===== src/rtl/counter_cmd_pkg.sv =====
// Shared encodings for the counter command sequencer: op codes that match the
// shift register's s1s0 select, FSM states, and the FIFO entry width.
package counter_cmd_pkg;

  typedef enum logic [1:0] {
    OP_HOLD  = 2'b00,
    OP_SHR   = 2'b01,
    OP_SHL   = 2'b10,
    OP_COUNT = 2'b11
  } op_t;

  typedef enum logic {
    ST_IDLE = 1'b0,
    ST_RUN  = 1'b1
  } state_t;

  localparam int OP_W = 2;

  // A FIFO entry is {op, fill, len}.
  function automatic int cmd_width(input int len_w);
    return OP_W + 1 + len_w;
  endfunction

endpackage


===== src/rtl/counter_cmd_seq_fifo.sv =====
// Synchronous DEPTH-entry command FIFO with push, pop, flush and an occupancy count.
// Pushes into a full FIFO and pops from an empty one are ignored.
module cmd_fifo #(
  parameter int W     = 11,
  parameter int DEPTH = 4
) (
  input  logic                     clk,
  input  logic                     reset,
  input  logic                     push,
  input  logic                     pop,
  input  logic                     flush,
  input  logic [W-1:0]             wdata,
  output logic [W-1:0]             rdata,
  output logic                     full,
  output logic                     empty,
  output logic [$clog2(DEPTH):0]   level
);

  localparam int AW = $clog2(DEPTH);

  logic [W-1:0]  mem [DEPTH];
  logic [AW-1:0] wr_ptr;
  logic [AW-1:0] rd_ptr;
  logic [AW:0]   count;
  logic          do_push;
  logic          do_pop;

  assign full    = (count == (AW+1)'(DEPTH));
  assign empty   = (count == '0);
  assign level   = count;
  assign rdata   = mem[rd_ptr];
  assign do_push = push && !full;
  assign do_pop  = pop && !empty;

  // Pointers wrap naturally because DEPTH is a power of two.
  always_ff @(posedge clk or posedge reset) begin
    if (reset) begin
      wr_ptr <= '0;
      rd_ptr <= '0;
      count  <= '0;
    end else if (flush) begin
      wr_ptr <= '0;
      rd_ptr <= '0;
      count  <= '0;
    end else begin
      if (do_push) wr_ptr <= wr_ptr + AW'(1);
      if (do_pop)  rd_ptr <= rd_ptr + AW'(1);
      count <= count + (AW+1)'(do_push) - (AW+1)'(do_pop);
    end
  end

  always_ff @(posedge clk) begin
    if (do_push && !flush) mem[wr_ptr] <= wdata;
  end

endmodule


===== src/rtl/counter_cmd_seq.sv =====
// Command sequencer feeding the 4-bit counter/shift stage: queues mode commands
// and plays each one back for cmd_len cycles with registered, bubble-free outputs.
module counter_cmd_seq
  import counter_cmd_pkg::*;
#(
  parameter int LEN_W = 8,
  parameter int DEPTH = 4
) (
  input  logic                   clk,
  input  logic                   reset,
  input  logic                   cmd_valid,
  output logic                   cmd_ready,
  input  logic [1:0]             cmd_op,
  input  logic                   cmd_fill,
  input  logic [LEN_W-1:0]       cmd_len,
  input  logic                   abort,
  output logic                   s1,
  output logic                   s0,
  output logic                   MSBin,
  output logic                   LSBin,
  output logic                   enable,
  output logic                   busy,
  output logic                   done,
  output logic [$clog2(DEPTH):0] level
);

  localparam int CW = cmd_width(LEN_W);
  localparam int LW = $clog2(DEPTH) + 1;

  logic             push;
  logic             pop;
  logic             full;
  logic             empty;
  logic [CW-1:0]    wdata;
  logic [CW-1:0]    rdata;
  op_t              head_op;
  logic             head_fill;
  logic [LEN_W-1:0] head_len;

  state_t           state, state_n;
  logic [LEN_W-1:0] remaining, rem_n;
  logic             s1_n, s0_n, msb_n, lsb_n, en_n, done_n, busy_n;
  logic             load;
  logic [LW-1:0]    lvl_n;

  assign cmd_ready = !full && !abort;
  assign push      = cmd_valid && cmd_ready;
  assign wdata     = {cmd_op, cmd_fill, cmd_len};
  assign head_op   = op_t'(rdata[CW-1 -: OP_W]);
  assign head_fill = rdata[LEN_W];
  assign head_len  = rdata[LEN_W-1:0];

  cmd_fifo #(
    .W     (CW),
    .DEPTH (DEPTH)
  ) u_fifo (
    .clk   (clk),
    .reset (reset),
    .push  (push),
    .pop   (pop),
    .flush (abort),
    .wdata (wdata),
    .rdata (rdata),
    .full  (full),
    .empty (empty),
    .level (level)
  );

  // Outputs are computed one cycle ahead so they are registered; a pop on the
  // final active cycle lets the next command start without a gap.
  always_comb begin
    state_n = state;
    rem_n   = remaining;
    pop     = 1'b0;
    load    = 1'b0;
    s1_n    = 1'b0;
    s0_n    = 1'b0;
    msb_n   = 1'b0;
    lsb_n   = 1'b0;
    en_n    = 1'b0;
    done_n  = 1'b0;

    if (abort) begin
      state_n = ST_IDLE;
      rem_n   = '0;
    end else begin
      case (state)
        ST_IDLE: begin
          if (!empty) load = 1'b1;
        end
        ST_RUN: begin
          if (remaining == LEN_W'(1)) begin
            if (!empty) begin
              load = 1'b1;
            end else begin
              state_n = ST_IDLE;
              rem_n   = '0;
            end
          end else begin
            rem_n  = remaining - LEN_W'(1);
            s1_n   = s1;
            s0_n   = s0;
            msb_n  = MSBin;
            lsb_n  = LSBin;
            en_n   = 1'b1;
            done_n = (remaining == LEN_W'(2));
          end
        end
        default: begin
          state_n = ST_IDLE;
          rem_n   = '0;
        end
      endcase
    end

    // A zero-length command retires in a single idle-looking cycle.
    if (load) begin
      pop = 1'b1;
      if (head_len == '0) begin
        state_n = ST_IDLE;
        rem_n   = '0;
        done_n  = 1'b1;
      end else begin
        state_n = ST_RUN;
        rem_n   = head_len;
        s1_n    = head_op[1];
        s0_n    = head_op[0];
        msb_n   = (head_op == OP_SHR) ? head_fill : 1'b0;
        lsb_n   = (head_op == OP_SHL) ? head_fill : 1'b0;
        en_n    = 1'b1;
        done_n  = (head_len == LEN_W'(1));
      end
    end

    lvl_n  = abort ? '0 : (level + LW'(push) - LW'(pop));
    busy_n = (state_n == ST_RUN) || (lvl_n != '0);
  end

  always_ff @(posedge clk or posedge reset) begin
    if (reset) begin
      state     <= ST_IDLE;
      remaining <= '0;
      s1        <= 1'b0;
      s0        <= 1'b0;
      MSBin     <= 1'b0;
      LSBin     <= 1'b0;
      enable    <= 1'b0;
      done      <= 1'b0;
      busy      <= 1'b0;
    end else begin
      state     <= state_n;
      remaining <= rem_n;
      s1        <= s1_n;
      s0        <= s0_n;
      MSBin     <= msb_n;
      LSBin     <= lsb_n;
      enable    <= en_n;
      done      <= done_n;
      busy      <= busy_n;
    end
  end

endmodule


===== config.mk =====
export PLATFORM = sky130hd
export DESIGN_NAME = counter_cmd_seq
export DESIGN_NICKNAME = d
export VERILOG_FILES = /design/src/rtl/counter_cmd_pkg.sv /design/src/rtl/counter_cmd_seq_fifo.sv /design/src/rtl/counter_cmd_seq.sv
export SDC_FILE = /design/constraint.sdc
export NUM_CORES = 1
export LEC_CHECK = 0
export CAP_MARGIN = 10
export CORE_MARGIN = 2
export CORE_UTILIZATION = 35
export CTS_CLUSTER_SIZE = 16
export DETAILED_ROUTE_END_ITERATION = 16
export PLACE_DENSITY = 0.63
export SLEW_MARGIN = 20
export SYNTH_ARGS = -nofsm -noshare
export SYNTH_HDL_FRONTEND = slang
export SYNTH_SLANG_ARGS = --single-unit

===== constraint.sdc =====
create_clock -name clk -period 4.1 [get_ports clk]
set_clock_uncertainty 0.05 [all_clocks]
set_input_delay 0.41 -clock clk [delete_from_list [all_inputs] [get_ports clk]]
set_output_delay 0.41 -clock clk [all_outputs]
set_load 0.005 [all_outputs]

---- After elaboration in Yosys (flattened, before gate mapping) ----
Memory sizes are Yosys's and may differ from the RTL's.
Index checks and enable logic that the tools add are counted.
storage, ports and cells
  bits in latches ......................... 0
  memory bits (writable) .................. 44
  logic and storage cells ................. 100
  input port bits ......................... 15
  bits in registers ....................... 23
  ROM bits ................................ 0
  memories ................................ 1
  output and inout port bits .............. 11
memories
  name        words  width  read ports  clocked after memory_dff  write ports  line                        source
  u_fifo.mem  4      11     1           0                         1            counter_cmd_seq_fifo.sv:21  logic [W-1:0] mem [DEPTH];
operators by class
  div/mod/pow operators ................... 0
  multiplexer cells ....................... 56
  bitwise logic cells ..................... 1
  equality and inequality tests ........... 7
  reductions and logical operators ........ 16
  $mul .................................... 0
  magnitude comparators ................... 0
  shifts and indexed selects .............. 0
  $add $sub $neg .......................... 7
operators by type and width
  kind                                                                number
  8-bit 2-to-1 mux                                                    6
  1-bit 2-to-1 mux                                                    43
  8-bit by 1-bit == test with 1-bit output, second input constant     2
  8-bit by 2-bit == test with 1-bit output, second input constant     1
  8-bit logical NOT                                                   1
  2-bit 2-to-1 mux                                                    4
  8-bit by 1-bit subtractor with 8-bit output, second input constant  1
  3-bit by 1-bit adder with 3-bit output                              2
  3-bit 2-to-1 mux                                                    2
  3-bit nonzero test                                                  2
  3-bit by 1-bit subtractor with 3-bit output                         2
  1-bit logical AND                                                   5
  2-bit by 1-bit adder with 2-bit output, second input constant       2
  4-bit inequality test, second input constant                        1
  2-bit nonzero test                                                  2
  3-bit == test, second input constant                                1
  1-bit logical NOT                                                   3
  3-bit logical NOT                                                   1
  2-bit by 1-bit == test with 1-bit output, second input constant     1
  2-bit == test, second input constant                                1
  1-bit one-hot mux with 2 select lines                               1
  2-bit AND reduction                                                 1
  1-bit logical OR                                                    1
  1-bit inverter                                                      1

---- Longest topological paths before layout ----
  word-level depth ........................ 10
  gate-level depth with buffers ........... 16
  depth with buffers taken out ............ 14

---- Cells and area by module ----
A second synthesis with hierarchy kept.
second synthesis, totals
  cells, all modules ...................... 224
  area, all modules ....................... 3158.0 sq um
by module, submodules not included
  module           area each (sq um)  times used  seq. area each (sq um)  cells an instance
  cmd_fifo         2099.5             1           1496.4                  106
  counter_cmd_seq  1058.5             1           400.4                   118

---- Worst setup path before layout ----
OpenSTA, ideal clock, no wires.
  kind .................................... flip-flop to flip-flop
  start point ............................. register remaining[1]
  end point ............................... register busy
  data required time ...................... 3.919 ns
  library setup time ...................... 0.131 ns
  clock period less this slack ............ 3.392 ns
  slack ................................... 0.708 ns
  cell stages (with the launch flop) ...... 17
  data arrival time ....................... 3.211 ns
  buffers on the path ..................... 2
  path through ............................ dfrtp_1 -> inv_1 -> ha_1 -> or4b_2 -> clkbuf_1 -> o21ai_2 -> nand2_1 -> inv_1 -> buf_4 -> nor2_1 -> a31oi_1 -> ha_1 -> inv_1 -> fa_1 -> xnor2_1 -> a31oi_1 -> or3_1
on the way
  cells in the longest elaborated chain, start to end .. 9
  elaborated cells between the ends (all ways) .. 13
  classes of those cells .................. 1 x add/sub; 1 x eq/ne; 9 x mux; 2 x reduce/logical
ends and longest elaborated chain
  item                                         line                    source
  start, declared                              counter_cmd_seq.sv:41   logic [LEN_W-1:0] remaining, rem_n;
  start signal, assigned                       counter_cmd_seq.sv:152  remaining <= rem_n;
  8-bit by 1-bit == test with 1-bit output *   counter_cmd_seq.sv:92   if (remaining == LEN_W'(1)) begin
  1-bit 2-to-1 mux                             counter_cmd_seq.sv:92
  1-bit one-hot mux with 2 select lines        counter_cmd_seq.sv:87   case (state)
  1-bit 2-to-1 mux                             counter_cmd_seq.sv:83   if (abort) begin
  1-bit 2-to-1 mux                             counter_cmd_seq.sv:117  if (load) begin
  3-bit by 1-bit subtractor with 3-bit output  counter_cmd_seq.sv:135  lvl_n = abort ? '0 : (level + LW'(push) - LW'(pop));
  3-bit 2-to-1 mux                             counter_cmd_seq.sv:135
  3-bit nonzero test                           counter_cmd_seq.sv:136  busy_n = (state_n == ST_RUN) || (lvl_n != '0);
  1-bit logical OR *                           counter_cmd_seq.sv:136
  via busy_n                                   counter_cmd_seq.sv:42   logic s1_n, s0_n, msb_n, lsb_n, en_n, done_n, busy_n;
  end signal, assigned                         counter_cmd_seq.sv:159  busy <= busy_n;
  end, declared                                counter_cmd_seq.sv:22   output logic busy,
Mark *: on every way through the listed nets, which the timed path passes. The rest lies on a longest branch.
A chain may end at the register's enable or synchronous reset.

---- Worst setup path in the final report ----
Same ends and word-level chain as after synthesis.

==> summary.md <==
| Metric | Value |
|---|---|
| Root cell of the clock tree | clkbuf_8 |
| Status | finished clean |
| Syn nets | 238 |
| CP required | 4260 ps |
| Area delta synth->final | 18.5% |
| Most used cell, CP | inv_1 |
| Crit Path Category | flop to flop |
| CP max FO | 6 |
| WL/cell | 15.8 um |
| EDFF count, synth | 44 |
| Gate Count Post-Synth | 211 |
| DR WL met3 | 234 um |
| Max Clock Freq | 0.299 GHz |
| Rows | 33 |
| DR DRC count | 0 |
| Ys Warns | 0 |
| Measured slew at the worst slew-check pin | 891 ps |
| Met1 wire length | 2620 um |
| TritonCTS clock tree | yes |
| I/O pins | 26 |
| Num CTS Buffers | 9 |
| Power Dens Cells | around 630 nW/um2 |
| Pre-CTS setup slack | 759 ps |
| Flops & latches, synth | 67 |
| Unrepaired setup endpoints after global routing | false |
| Initial Util | 0.364 |
| First-pass GRT wire length | 8910 um |
| DIE AREA | approximately 9400 um2 |
| Type of element capturing the critical path | flop |
| Worst setup SP type | flop |
| Syn Area/Cell | 14.3 um2 |
| Pre-Repair DR Iteration Count | 4 |
| Starting DRT DRC Count | between 100 and 150 |
| Setup_tns | 0 ps |
| Worst EP arrival | around 3500 ps |
| Cts hold-fix bufs | 0 |
| GRT Overall Usage | 0.122 |
| Die extent in y | 96.9 um |
| Number of max-cap violations | 0 |
| Largest net degree at the start of global routing | 24 |
| Core ar. | 8300 um2 |
| Die width | about 97 um |
| Post-DR vias/cell | around 5.1 |
| DP HPWL | 3870 um |
| Final non-filler cell total | 353 |
| Layout cell share with drive strength beyond 1 | 0.157 |
| Input/output buffers | 25 |
| Most common library cell in the layout ignoring fill and taps | edfxtp_1 |
| Clock tree sinks | 67 |
| CTS resizes | 0 |
| Synth async-reset ratio | 0.343 |
| Vias in the first global route | 1753 |
| # diodes | 0 |
| Final Hold Vio Count | 0 |
| Synth Flop Type | edfxtp_1 |
| Skew-Pair Late Insertion Delay | between 300 and 400 ps |
| CP max-delay cell | or4b_2 |
| Routed WL | about 5600 um |
| Initial antenna violation count | 0 |
| Worst VDD drop | 307 uV |
| Clk slew on worst S/H paths | 70 ps |
| Max_slew headroom | 0.405 |
| Final Util | 0.432 |
| Via Count | 1785 |
| Highest metal used | met4 |
| Grt ovf | 0 |
| Synthesized area | 3020 um2 |
| Antenna viol nets, final | 0 |
| Number of cells after detailed placement | 337 |
| Nets | 270 |
| Post-CTS setup buffer count | 0 |
| Worst R2R Setup Slack | 750 ps |
| Setup WS post-layout | around 750 ps |
| Met2 wire length | around 2700 um |
| Crit path cell chain | inv_1 -> ha_1 -> or4b_2 -> o21ai_2 -> nand2_1 -> inv_1 -> nor2_1 -> a31oi_1 -> ha_1 -> inv_1 -> fa_1 -> xnor2_1 -> a31oi_1 -> or3_1 |
| Final Critical Period | ~3300 ps |
| GPL Wtd Cong | 0.895 |
| Leak pwr | approximately 1.3 nW |
| H-tree depth | 3 |
| Final Setup Violations | 0 |
| Max Buffers Root-to-Sink | 2 |
| Sequential cell area fraction in the yosys report | 0.627 |
| FILL cells | around 730 |
| Max Slew Vio Count | 0 |
| Hold WS | 454 ps |
| CP max stage delay | between 600 and 700 ps |
| Yosys cell types | 45 |
| Tcrit/Tclk final | 0.816 |
| Hold Path Class | flop to flop |
| Most frequent cells in the layout | edfxtp_1 (44), clkdlybuf4s50_1 (25), dfrtp_1 (23), nor2_1 (14), inv_1 (14) |
==> state kept, by name, summed over array words and instances (netlist names), 2 cells and up <==
signal         cells
u_fifo.mem        44
remaining          8
u_fifo.wr_ptr      2
u_fifo.rd_ptr      2
u_fifo.level       3
==> routing by layer <==
metal	vias up	GRT usage
met4	0	0.0390
met5	-	0
li1	868	-
met3	2	0.0340
met1	873	0.163
met2	42	0.195
==> cell families (layout without fill, tap and decap cells) <==
kind of cell / count (synthesis) / after routing / synth area share
xor gates and xnor gates: 5 / 5 / 0.0145
buffers and inverters: 21 / 58 / 0.0298
DFF: 67 / 67 / 0.627
AOI/OAI and AO/OA: 35 / 35 / 0.0770
adders and majority gates: 12 / 12 / 0.0546
and+or+nand+nor: 59 / 59 / 0.107
muxes: 12 / 12 / 0.0894
==> layout make-up <==
class                   count  area (um2)  area share
flip-flops and latches     67        1900       0.530
clock inverters             6        65.1      0.0182
clock buffers              10         128      0.0356
multi-input cells         123        1040       0.289
well taps                 105         131      0.0367
inverters                  14        52.6      0.0147
repair buffers             28         273      0.0761
==> synthesized netlist by cell type (2+ instances only) <==
master | n | area [um2]
a31oi_1 | 3 | 18.8
o31ai_1 | 4 | 30.0
clkbuf_1 | 4 | 15.0
and3_1 | 5 | 31.3
or3_1 | 3 | 18.8
ha_1 | 10 | 125
edfxtp_1 | 44 | 1320
nand2_1 | 10 | 37.5
nor2b_1 | 2 | 12.5
a32oi_1 | 2 | 17.5
xor2_1 | 3 | 26.3
o21ai_0 | 8 | 40.0
inv_1 | 14 | 52.6
xnor2_1 | 2 | 17.5
mux4_1 | 3 | 78.8
nor2_1 | 14 | 52.6
a21oi_1 | 7 | 35.0
dfrtp_1 | 23 | 576
nand3_1 | 6 | 30.0
and2_1 | 2 | 12.5
fa_1 | 2 | 40.0
nor3_1 | 6 | 30.0
a22o_2 | 2 | 20.0
or2_2 | 3 | 18.8
mux4_2 | 8 | 180
o22ai_1 | 2 | 12.5
==> metrics by stage <==
stage               instance area [um2]  power (mW)
floorplan                          3020        1.50
global placement                   3390        1.72
detailed placement                 3390        1.73
CTS                                3580        2.27
global route                       3580        2.40
finish                             3580        2.25
==> final timing paths <==
kind	endpoint	startpoint	cells past startpoint
min in group asynchronous	remaining[6]	reset	2
max in group asynchronous	u_fifo.rd_ptr[0]	reset	2
worst min-delay path	MSBin	MSBin	2
worst max-delay path	busy	remaining[1]	14
worst max register to register	busy	remaining[1]	14
worst min register to register	MSBin	MSBin	2
==> report_power, final <==
part / internal (mW) / switching [mW] / leakage (nW) / total, mW
Clock: 0.282 / 0.254 / 0.0966 / 0.536
Combinational: 0.374 / 0.383 / 0.542 / 0.757
Sequential: 0.828 / 0.125 / 0.703 / 0.953
Total: 1.48 / 0.762 / 1.34 / 2.25
==> critical path, delay by kind of cell, from the launching register on <==
| kind | cells | cell delay (ps) |
|---|---|---|
| flip-flops | 1 | 420 |
| AO/OA/AOI/OAI | 3 | 510 |
| AND/OR/NAND/NOR | 4 | 1180 |
| XOR/XNOR | 1 | 160 |
| buffers and inverters | 3 | 240 |
| adder cells (fa/ha/maj) | 3 | 660 |
(Power assumes the default switching activity.)
